`src/rtl/pc_sequencer.sv`:
```
// -----------------------------------------------------------------------------
// pc_sequencer
//
// Program-counter sequencer that sits between the ALU/branch unit and
// instruction fetch. The next-pc candidate is chosen by pc_sel. It is checked
// for alignment and range before it is committed, so an illegal address never
// reaches pc. If the check fails, the sequencer parks in HALTED with a sticky
// cause code until resume or rst.
//
// Optional feature (macro PC_RAS_EN): a RAS_DEPTH-entry circular return-address
// stack. A jump (pc_sel=00) can push pc+INC_BYTES onto it, and a jump can pop
// its destination from it. Without the macro there is no stack storage,
// ras_push and ras_pop are ignored, and ras_empty is tied high.
//
// Ports:
//   clk        in   clock; all state updates on the rising edge
//   rst        in   synchronous active-high reset, highest priority
//   stall      in   hold pc this cycle (overrides pc_sel)
//   pc_sel     in   00 target/RAS top, 01 pc+INC_BYTES, 10 hold, 11 TRAP_ADDR
//   target     in   branch/jump target
//   resume     in   leave HALTED and reload RESET_ADDR
//   ras_push   in   push return address on a committed pc_sel=00 step
//   ras_pop    in   with pc_sel=00, take destination from the stack top
//   pc         out  current program counter
//   commit     out  one-cycle pulse aligned with a newly loaded pc
//   halt       out  high while HALTED
//   halt_cause out  {oor, mis}; 00 while running
//   ras_empty  out  return-address stack is empty
// -----------------------------------------------------------------------------
module pc_sequencer #(
   parameter int              XLEN       = 32,
   parameter logic [XLEN-1:0] RESET_ADDR = 32'h01000000,
   parameter logic [XLEN-1:0] ADDR_HI    = 32'h01000FFC,
   parameter logic [XLEN-1:0] ADDR_LO    = 32'h01000000,
   parameter logic [XLEN-1:0] TRAP_ADDR  = 32'h01000F00,
   parameter int              INC_BYTES  = 4,
   parameter int              ALIGN_BITS = 2,
   parameter int              RAS_DEPTH  = 4
) (
   input  logic            clk,
   input  logic            rst,
   input  logic            stall,
   input  logic [1:0]      pc_sel,
   input  logic [XLEN-1:0] target,
   input  logic            resume,
   input  logic            ras_push,
   input  logic            ras_pop,
   output logic [XLEN-1:0] pc,
   output logic            commit,
   output logic            halt,
   output logic [1:0]      halt_cause,
   output logic            ras_empty
);

   typedef enum logic {
      ST_RUN    = 1'b0,
      ST_HALTED = 1'b1
   } state_t;

   localparam logic [XLEN-1:0] INC_VAL    = XLEN'(INC_BYTES);
   localparam logic [XLEN-1:0] ALIGN_MASK = XLEN'((64'd1 << ALIGN_BITS) - 64'd1);

   state_t          state_q, state_d;
   logic [XLEN-1:0] pc_q, pc_d;
   logic            commit_q, commit_d;
   logic [1:0]      cause_q, cause_d;

   logic [XLEN-1:0] pc_inc;
   logic [XLEN-1:0] jump_dest;   // destination for pc_sel=00
   logic [XLEN-1:0] cand;
   logic            mis, oor;
   logic            take;        // a RUN step that loads cand into pc

   assign pc_inc = pc_q + INC_VAL;   // wraps modulo 2^XLEN; range check catches it

   // ---------------------------------------------------------------------------
   // Candidate next pc and legality check
   // ---------------------------------------------------------------------------
   always_comb begin
      cand = pc_q;
      case (pc_sel)
         2'b00:   cand = jump_dest;
         2'b01:   cand = pc_inc;
         2'b10:   cand = pc_q;
         default: cand = TRAP_ADDR;
      endcase
   end

   assign mis = (cand & ALIGN_MASK) != '0;
   assign oor = (cand > ADDR_HI) || (cand < ADDR_LO);

   // ---------------------------------------------------------------------------
   // RUN/HALTED state machine
   // ---------------------------------------------------------------------------
   always_ff @(posedge clk) begin
      if (rst) begin
         state_q  <= ST_RUN;
         pc_q     <= RESET_ADDR;
         commit_q <= 1'b0;
         cause_q  <= 2'b00;
      end else begin
         state_q  <= state_d;
         pc_q     <= pc_d;
         commit_q <= commit_d;
         cause_q  <= cause_d;
      end
   end

   always_comb begin
      state_d  = state_q;
      pc_d     = pc_q;
      commit_d = 1'b0;
      cause_d  = cause_q;
      take     = 1'b0;
      case (state_q)
         ST_RUN: begin
            // Hold (pc_sel=10) never checks, so it can never halt.
            if (!stall && (pc_sel != 2'b10)) begin
               if (mis || oor) begin
                  state_d = ST_HALTED;
                  cause_d = {oor, mis};
               end else begin
                  pc_d     = cand;
                  commit_d = 1'b1;
                  take     = 1'b1;
               end
            end
         end
         ST_HALTED: begin
            if (resume) begin
               state_d  = ST_RUN;
               pc_d     = RESET_ADDR;
               commit_d = 1'b1;
               cause_d  = 2'b00;
            end
         end
         default: begin
            state_d = ST_RUN;
         end
      endcase
   end

   assign pc         = pc_q;
   assign commit     = commit_q;
   assign halt       = (state_q == ST_HALTED);
   assign halt_cause = cause_q;

`ifdef PC_RAS_EN
   // ---------------------------------------------------------------------------
   // Circular return-address stack. ras_top_q points at the newest entry.
   // When the stack is full, a push moves the pointer onto the oldest entry
   // and overwrites it, so the newest RAS_DEPTH addresses are always kept.
   // ---------------------------------------------------------------------------
   localparam int PTR_W = (RAS_DEPTH > 1) ? $clog2(RAS_DEPTH) : 1;
   localparam int CNT_W = $clog2(RAS_DEPTH + 1);

   logic [XLEN-1:0]  ras_mem_q [RAS_DEPTH];
   logic [PTR_W-1:0] ras_top_q, ras_top_d, ras_top_popped;
   logic [CNT_W-1:0] ras_cnt_q, ras_cnt_d, ras_cnt_popped;
   logic             ras_has;
   logic             ras_we;

   function automatic logic [PTR_W-1:0] ptr_inc(input logic [PTR_W-1:0] p);
      ptr_inc = (p == PTR_W'(RAS_DEPTH - 1)) ? '0 : p + PTR_W'(1);
   endfunction

   function automatic logic [PTR_W-1:0] ptr_dec(input logic [PTR_W-1:0] p);
      ptr_dec = (p == '0) ? PTR_W'(RAS_DEPTH - 1) : p - PTR_W'(1);
   endfunction

   assign ras_has   = (ras_cnt_q != '0);
   // A pop on an empty stack falls back to the ALU target.
   assign jump_dest = (ras_pop && ras_has) ? ras_mem_q[ras_top_q] : target;
   assign ras_empty = !ras_has;

   always_comb begin
      ras_top_d      = ras_top_q;
      ras_cnt_d      = ras_cnt_q;
      ras_top_popped = ras_top_q;
      ras_cnt_popped = ras_cnt_q;
      ras_we         = 1'b0;
      // Only a committed jump touches the stack; halting steps leave it alone.
      if (take && (pc_sel == 2'b00)) begin
         if (ras_pop && ras_has) begin
            ras_top_popped = ptr_dec(ras_top_q);
            ras_cnt_popped = ras_cnt_q - CNT_W'(1);
         end
         ras_top_d = ras_top_popped;
         ras_cnt_d = ras_cnt_popped;
         // Pop first, then push: push+pop together replaces the top entry.
         if (ras_push) begin
            ras_we    = 1'b1;
            ras_top_d = ptr_inc(ras_top_popped);
            ras_cnt_d = (ras_cnt_popped == CNT_W'(RAS_DEPTH)) ? ras_cnt_popped
                                                              : ras_cnt_popped + CNT_W'(1);
         end
      end
   end

   always_ff @(posedge clk) begin
      if (rst) begin
         ras_top_q <= '0;
         ras_cnt_q <= '0;
      end else begin
         ras_top_q <= ras_top_d;
         ras_cnt_q <= ras_cnt_d;
      end
   end

   // Storage holds no reset; validity is tracked by ras_cnt_q alone.
   always_ff @(posedge clk) begin
      if (!rst && ras_we) begin
         ras_mem_q[ras_top_d] <= pc_inc;
      end
   end
`else
   logic unused_ras;

   assign jump_dest  = target;
   assign ras_empty  = 1'b1;
   assign unused_ras = ^{ras_push, ras_pop, take};
`endif

endmodule

```
`config.mk`:
```
export PLATFORM = sky130hd
export DESIGN_NAME = pc_sequencer
export DESIGN_NICKNAME = d
export VERILOG_FILES = /design/src/rtl/pc_sequencer.sv
export SDC_FILE = /design/constraint.sdc
export NUM_CORES = 1
export LEC_CHECK = 0
export BUFFER_PORTS_ARGS = -buffer_cell sky130_fd_sc_hd__buf_2
export CORE_UTILIZATION = 35
export CTS_CLUSTER_DIAMETER = 80
export CTS_CLUSTER_SIZE = 30
export DETAILED_ROUTE_END_ITERATION = 8
export GPL_TIMING_DRIVEN = 0
export SLEW_MARGIN = 0
export SYNTH_ARGS = -nofsm -noshare
export SYNTH_HDL_FRONTEND = slang
export SYNTH_SLANG_ARGS = --single-unit
```
`constraint.sdc`:
```
create_clock -name clk -period 6.61 [get_ports clk]
set_clock_uncertainty 0.15 [all_clocks]
set_input_delay 1.983 -clock clk [delete_from_list [all_inputs] [get_ports clk]]
set_output_delay 1.983 -clock clk [all_outputs]
set_load 0.03 [all_outputs]
```
Word level (Yosys, flattened, before mapping)
Cells that the tools add are included.
{"block": "classes", "bitwise_logic": 1, "n_lt_le_gt_ge": 2, "add_sub_neg": 1, "mux": 17, "eq_ne": 7, "n_reduce_logical": 8}
{"op": "32-bit 2-to-1 mux", "count": 3}
{"op": "32-bit case mux with 3 select lines", "count": 1}
{"op": "32-bit case mux with 2 select lines", "count": 1}
{"op": "32-bit by 3-bit adder with 32-bit output (second input constant)", "count": 1}
{"op": "32-bit by 25-bit > comparator with 1-bit output (second input constant)", "count": 1}
{"op": "32-bit by 25-bit less-than comparator with 1-bit output (second input constant)", "count": 1}
{"op": "32-bit nonzero test", "count": 1}
{"op": "2-bit inequality test (second input constant)", "count": 5}
{"op": "1-bit 2-to-1 mux", "count": 6}
{"op": "2-bit 2-to-1 mux", "count": 3}
{"op": "3-bit AND reduction", "count": 2}
{"op": "1-bit case mux with 2 select lines", "count": 2}
{"op": "2-bit case mux with 2 select lines", "count": 1}
{"op": "2-bit by 1-bit equality test with 1-bit output (second input constant)", "count": 1}
{"op": "2-bit equality test (second input constant)", "count": 1}
{"op": "2-bit zero test", "count": 1}
{"op": "1-bit logical OR", "count": 2}
{"op": "1-bit logical AND", "count": 1}
{"op": "1-bit zero test", "count": 1}
{"op": "1-bit inverter", "count": 1}
{"block": "word_totals", "wordCells": 40, "reg_bits": 36, "output_inout_bits": 37, "inputBits": 40}

Depth between registers and ports, before layout
{"block": "depth", "word_depth": 8, "ltp_mapped": 12, "mapped_depth_nobuf": 9}

Worst setup path before layout
Ideal clock, no wire load.
{"block": "synth_timing", "kind": "input -> register", "from": "input port pc_sel[1]", "to": "register pc_q[10] (netlist: pc[10])", "slack_ps": 2214, "setup_ps": 121, "n_path_buf": 3, "required_ps": 6339, "stages": 11, "t_arrival_ps": 4125, "path_cell_list": "buf_2 > buf_4 > xnor2_1 > o22ai_1 > nand3_1 > or4_1 > nor4_1 > or2_4 > nor3_2 > buf_6 > mux2_4"}
{"block": "synth_between", "elab_chain_cells": 7, "word_cells_on_any_way": 17, "classes_between": "order compare: 2; eq/ne: 5; mux: 4; reduce/logical: 6"}
{"item": "start: declaration", "line_no": "43", "text": "input logic [1:0] pc_sel,"}
{"item": "2-bit equality test, or another cell as far along", "line_no": "81", "text": "case (pc_sel)"}
{"item": "32-bit case mux with 3 select lines", "line_no": "81"}
{"item": "32-bit by 25-bit > comparator with 1-bit output or 32-bit by 25-bit less-than comparator with 1-bit output (tied branches)", "line_no": "90", "text": "assign oor = (cand > ADDR_HI) || (cand < ADDR_LO);"}
{"item": "1-bit logical OR", "line_no": "90"}
{"item": "1-bit logical OR", "line_no": "119", "text": "if (mis || oor) begin"}
{"item": "2-bit inequality test (no source line)"}
{"item": "3-bit AND reduction (no source line)"}
{"item": "end signal: assignment", "line_no": "103", "text": "pc_q <= pc_d;"}
{"item": "end: declaration", "line_no": "64", "text": "logic [XLEN-1:0] pc_q, pc_d;"}
Several ways; a longest one is shown, not always the timed one. The select of a mux whose other input is x is not followed.
A chain may end at the register's enable or synchronous reset.

Worst setup path after layout
{"block": "layout_timing", "from": "input port pc_sel[0]", "to": "register pc_q[17] (netlist: pc[17])"}
Same word-level chain as after synthesis.

==> flow_metrics.env <==
export IMPL_synth_seq_cells=36
export IMPL_drtAntennaViolNets=0
export IMPL_ir_drop_mv=0.0709
export IMPL_r2r_setup_slack_ps=2950
export IMPL_path_class="in -> reg"
export IMPL_grt_max_degree=11
export IMPL_endpoint_kind="register"
export IMPL_synth_cell_types=59
export IMPL_dp_cells=434
export IMPL_drc=16
export IMPL_holdPathEnd="halt_cause[1]"
export IMPL_setup_violations=0
export IMPL_dpl_hpwl_um=5160
export IMPL_rsz0062_at_grt="false"
export IMPL_relSlewSlack=0.587
export IMPL_dieArea_sq_um=7100
export IMPL_status="complete, but fails checks"
export IMPL_m1WireLength_um=3110
export IMPL_violations="DRC"
export IMPL_wl_met3_um=481
export IMPL_clockBufferDepth=2
export IMPL_cpLargestDelayFamily="simple AND/OR/NAND/NOR gates"
export IMPL_synth_top_area_cell="dfxtp_1"
export IMPL_r2r_start="pc[2]"
export IMPL_dieHeight_um=84.2
export IMPL_cp_max_fo=10
export IMPL_cts_setup_buffers=0
export IMPL_reg2regPathDepth=10
export IMPL_final_hold_viol_count=0
export IMPL_finalSetupTns_ps=0
export IMPL_area_growth_pct=22.6
export IMPL_max_stage_delay_ps=500
export IMPL_crit_buf_inv=3
export IMPL_gp_congestion=0.858
export IMPL_dr_total_vias=2477
export IMPL_hold_path_depth=2
export IMPL_diodes=0
export IMPL_dr_max_layer_used="met4"
export IMPL_hold_class="reg -> reg"
export IMPL_htree_levels=2
export IMPL_netlist_instances=285
export IMPL_synthArstFlopShare=0
export IMPL_cts_resized=0
export IMPL_crit_top_cell="buf_2"
export IMPL_grt_pass1_wl_um=11300
export IMPL_first_pass_iters=9
export IMPL_cts_made_buffers=5
export IMPL_initial_core_util=0.369
export IMPL_nets=405
export IMPL_synth_edf_count=0
export IMPL_drt_iter0_drc=158
export IMPL_via_per_inst=5.62
export IMPL_place_ws_ps=1440
export IMPL_synth_top_area_share=0.304
export IMPL_grtUsageTotal=0.198
export IMPL_final_cell_mix="buf_2 (76), dfxtp_1 (36), and2_1 (23)"
export IMPL_synthTopCellsByArea="dfxtp_1 (30%), and2_1 (6.1%), mux2i_1 (3.8%)"
export IMPL_dr_wl_met2_um=3120
export IMPL_drive_gt1_frac=0.275
export IMPL_crit_chain="buf_2 > buf_2 > or2_1 > o22ai_1 > nand3_1 > or4_1 > nor4_1 > nor3_2 > a21oi_1 > clkbuf_1 > and2_1"
export IMPL_ios=77
export IMPL_routed_wl_um=6770
export IMPL_grt_pass1_vias=2320
export IMPL_ys_seq_area_frac=0.304
export IMPL_final_max_slew_viol_count=0
export IMPL_wire_per_inst_um=15.3
export IMPL_cts_sinks=36
export IMPL_final_cells=441
export IMPL_rr_endpoint="pc[6]"
export IMPL_period_share=0.741
export IMPL_antenna_found_initial=0
export IMPL_worstPathRequired_ps=6690
export IMPL_netlist_area_sq_um=2370
export IMPL_ctsRootBufferMaster="clkbuf_8"
export IMPL_synth_fp_nets=326
export IMPL_start_kind="input pin"
export IMPL_synthFlopType="dfxtp_1"
export IMPL_critical_path_arrival_ps=4980
export IMPL_fp_coreArea_sq_um=6420
export IMPL_p_leak_nw=1.22
export IMPL_cpMaxStageDelayCell="nor4_1"
export IMPL_syn_avg_cell_area_sq_um=8.31
export IMPL_cap_violations=0
export IMPL_clk_latency_ps=290
export IMPL_hold_buffers=0
export IMPL_p_per_area_nw_per_um2=156
export IMPL_clkTransAtPathRegs_ps=70
export IMPL_layout_commonest_cell="buf_2"
export IMPL_yosys_warnings=0
export IMPL_num_rows=29
export IMPL_fin_util=0.452
export IMPL_worst_pin_slew_ps=620
export IMPL_die_width_um=84.2
export IMPL_period_needed_ps=4900
export IMPL_fin_ws_ps=1710
export IMPL_min_from="halt_cause[1]"
export IMPL_io_buffer_count=72
export IMPL_grt_overflow=0
export IMPL_cts_tree="yes"
export IMPL_fmax_ghz=0.204
-- synth_stat cells, drive strengths merged (4+ instances only) --
library cell	number
a21oi	14
and2	23
and4	4
buf	8
clkbuf	6
dfxtp	36
inv	8
mux2	4
mux2i	9
nand2	14
nand2b	9
nand3	15
nand4	10
nor2	21
nor3	12
nor3b	6
nor4	13
o21ai	7
o41ai	6
or4	5
xnor2	9
xor2	4
-- state kept, by name, indices dropped and copies added, names as in the netlist --
name,cells
pc,32
halt,1
halt_cause,2
commit,1
-- routing by layer --
metal  vias to the layer above  GRT usage
li1                       1221          -
met1                      1135      0.261
met2                       112      0.339
met3                         9     0.0324
met4                         0     0.0455
met5                         -          0
-- power breakdown --
group	switching [mW]	total (mW)	leakage (nW)	internal (mW)
combinational	0.0440	0.0747	0.883	0.0306
sequential	0.00607	0.227	0.291	0.221
clock	0.0798	0.152	0.0410	0.0717
total	0.130	0.453	1.22	0.323
-- worst max path at each step --
| stage | startpoint | slack [ps] | depth (start not counted) | to |
|---|---|---|---|---|
| after global placement | pc_sel[1] | 1470 | 11 | pc[6] |
| after CTS | pc_sel[0] | 1700 | 11 | pc[30] |
| final | pc_sel[0] | 1710 | 11 | pc[17] |
| after floorplan | pc_sel[1] | 2210 | 11 | pc[10] |
| after global routing | pc_sel[0] | 1480 | 11 | pc[12] |
| after detailed placement | pc_sel[0] | 1440 | 11 | pc[17] |
-- worst register-to-register path, stage by stage (launching register included) --
cell and delay (ps):
dfxtp_1 470, ha_1 260, nand4_1 360, or4_4 560, nor3_1 250, xnor2_1 160
nand3_1 130, o41a_1 400, nor3_2 280, buf_6 220, mux2_4 310
-- area by class of cell --
type	instances	area, sq um
timing repair buffer	72	360
multi-input combinational	227	1540
sequential	36	721
clock buffer	6	72.6
inverter	8	30.0
clock inverter	1	5.00
buffer	14	76.3
fill	655	3520
tap	77	96.3
-- kinds of logic (layout without fill, tap and decap cells) --
logic type | after synthesis | after routing | share of synthesized area
compound gates | 51 | 51 | 0.151
mux | 13 | 13 | 0.0618
flops | 36 | 36 | 0.304
buf+inv | 22 | 101 | 0.0449
simple gates | 148 | 148 | 0.383
other cells | 1 | 1 | 0.00158
fa+ha+maj | 1 | 1 | 0.00528
xor+xnor | 13 | 13 | 0.0481
-- per-stage QoR --
step / hold WS [ps] / total power, mW / cell area [sq um]
2_1_floorplan: 443 / 0.279 / 2370
3_3_place_gp: 305 / 0.305 / 2820
3_5_place_dp: 309 / 0.306 / 2820
4_1_cts: 319 / 0.455 / 2900
5_1_grt: 350 / 0.470 / 2900
6_report: 316 / 0.453 / 2900
No activity file was read; power rests on OpenSTA's default activity.
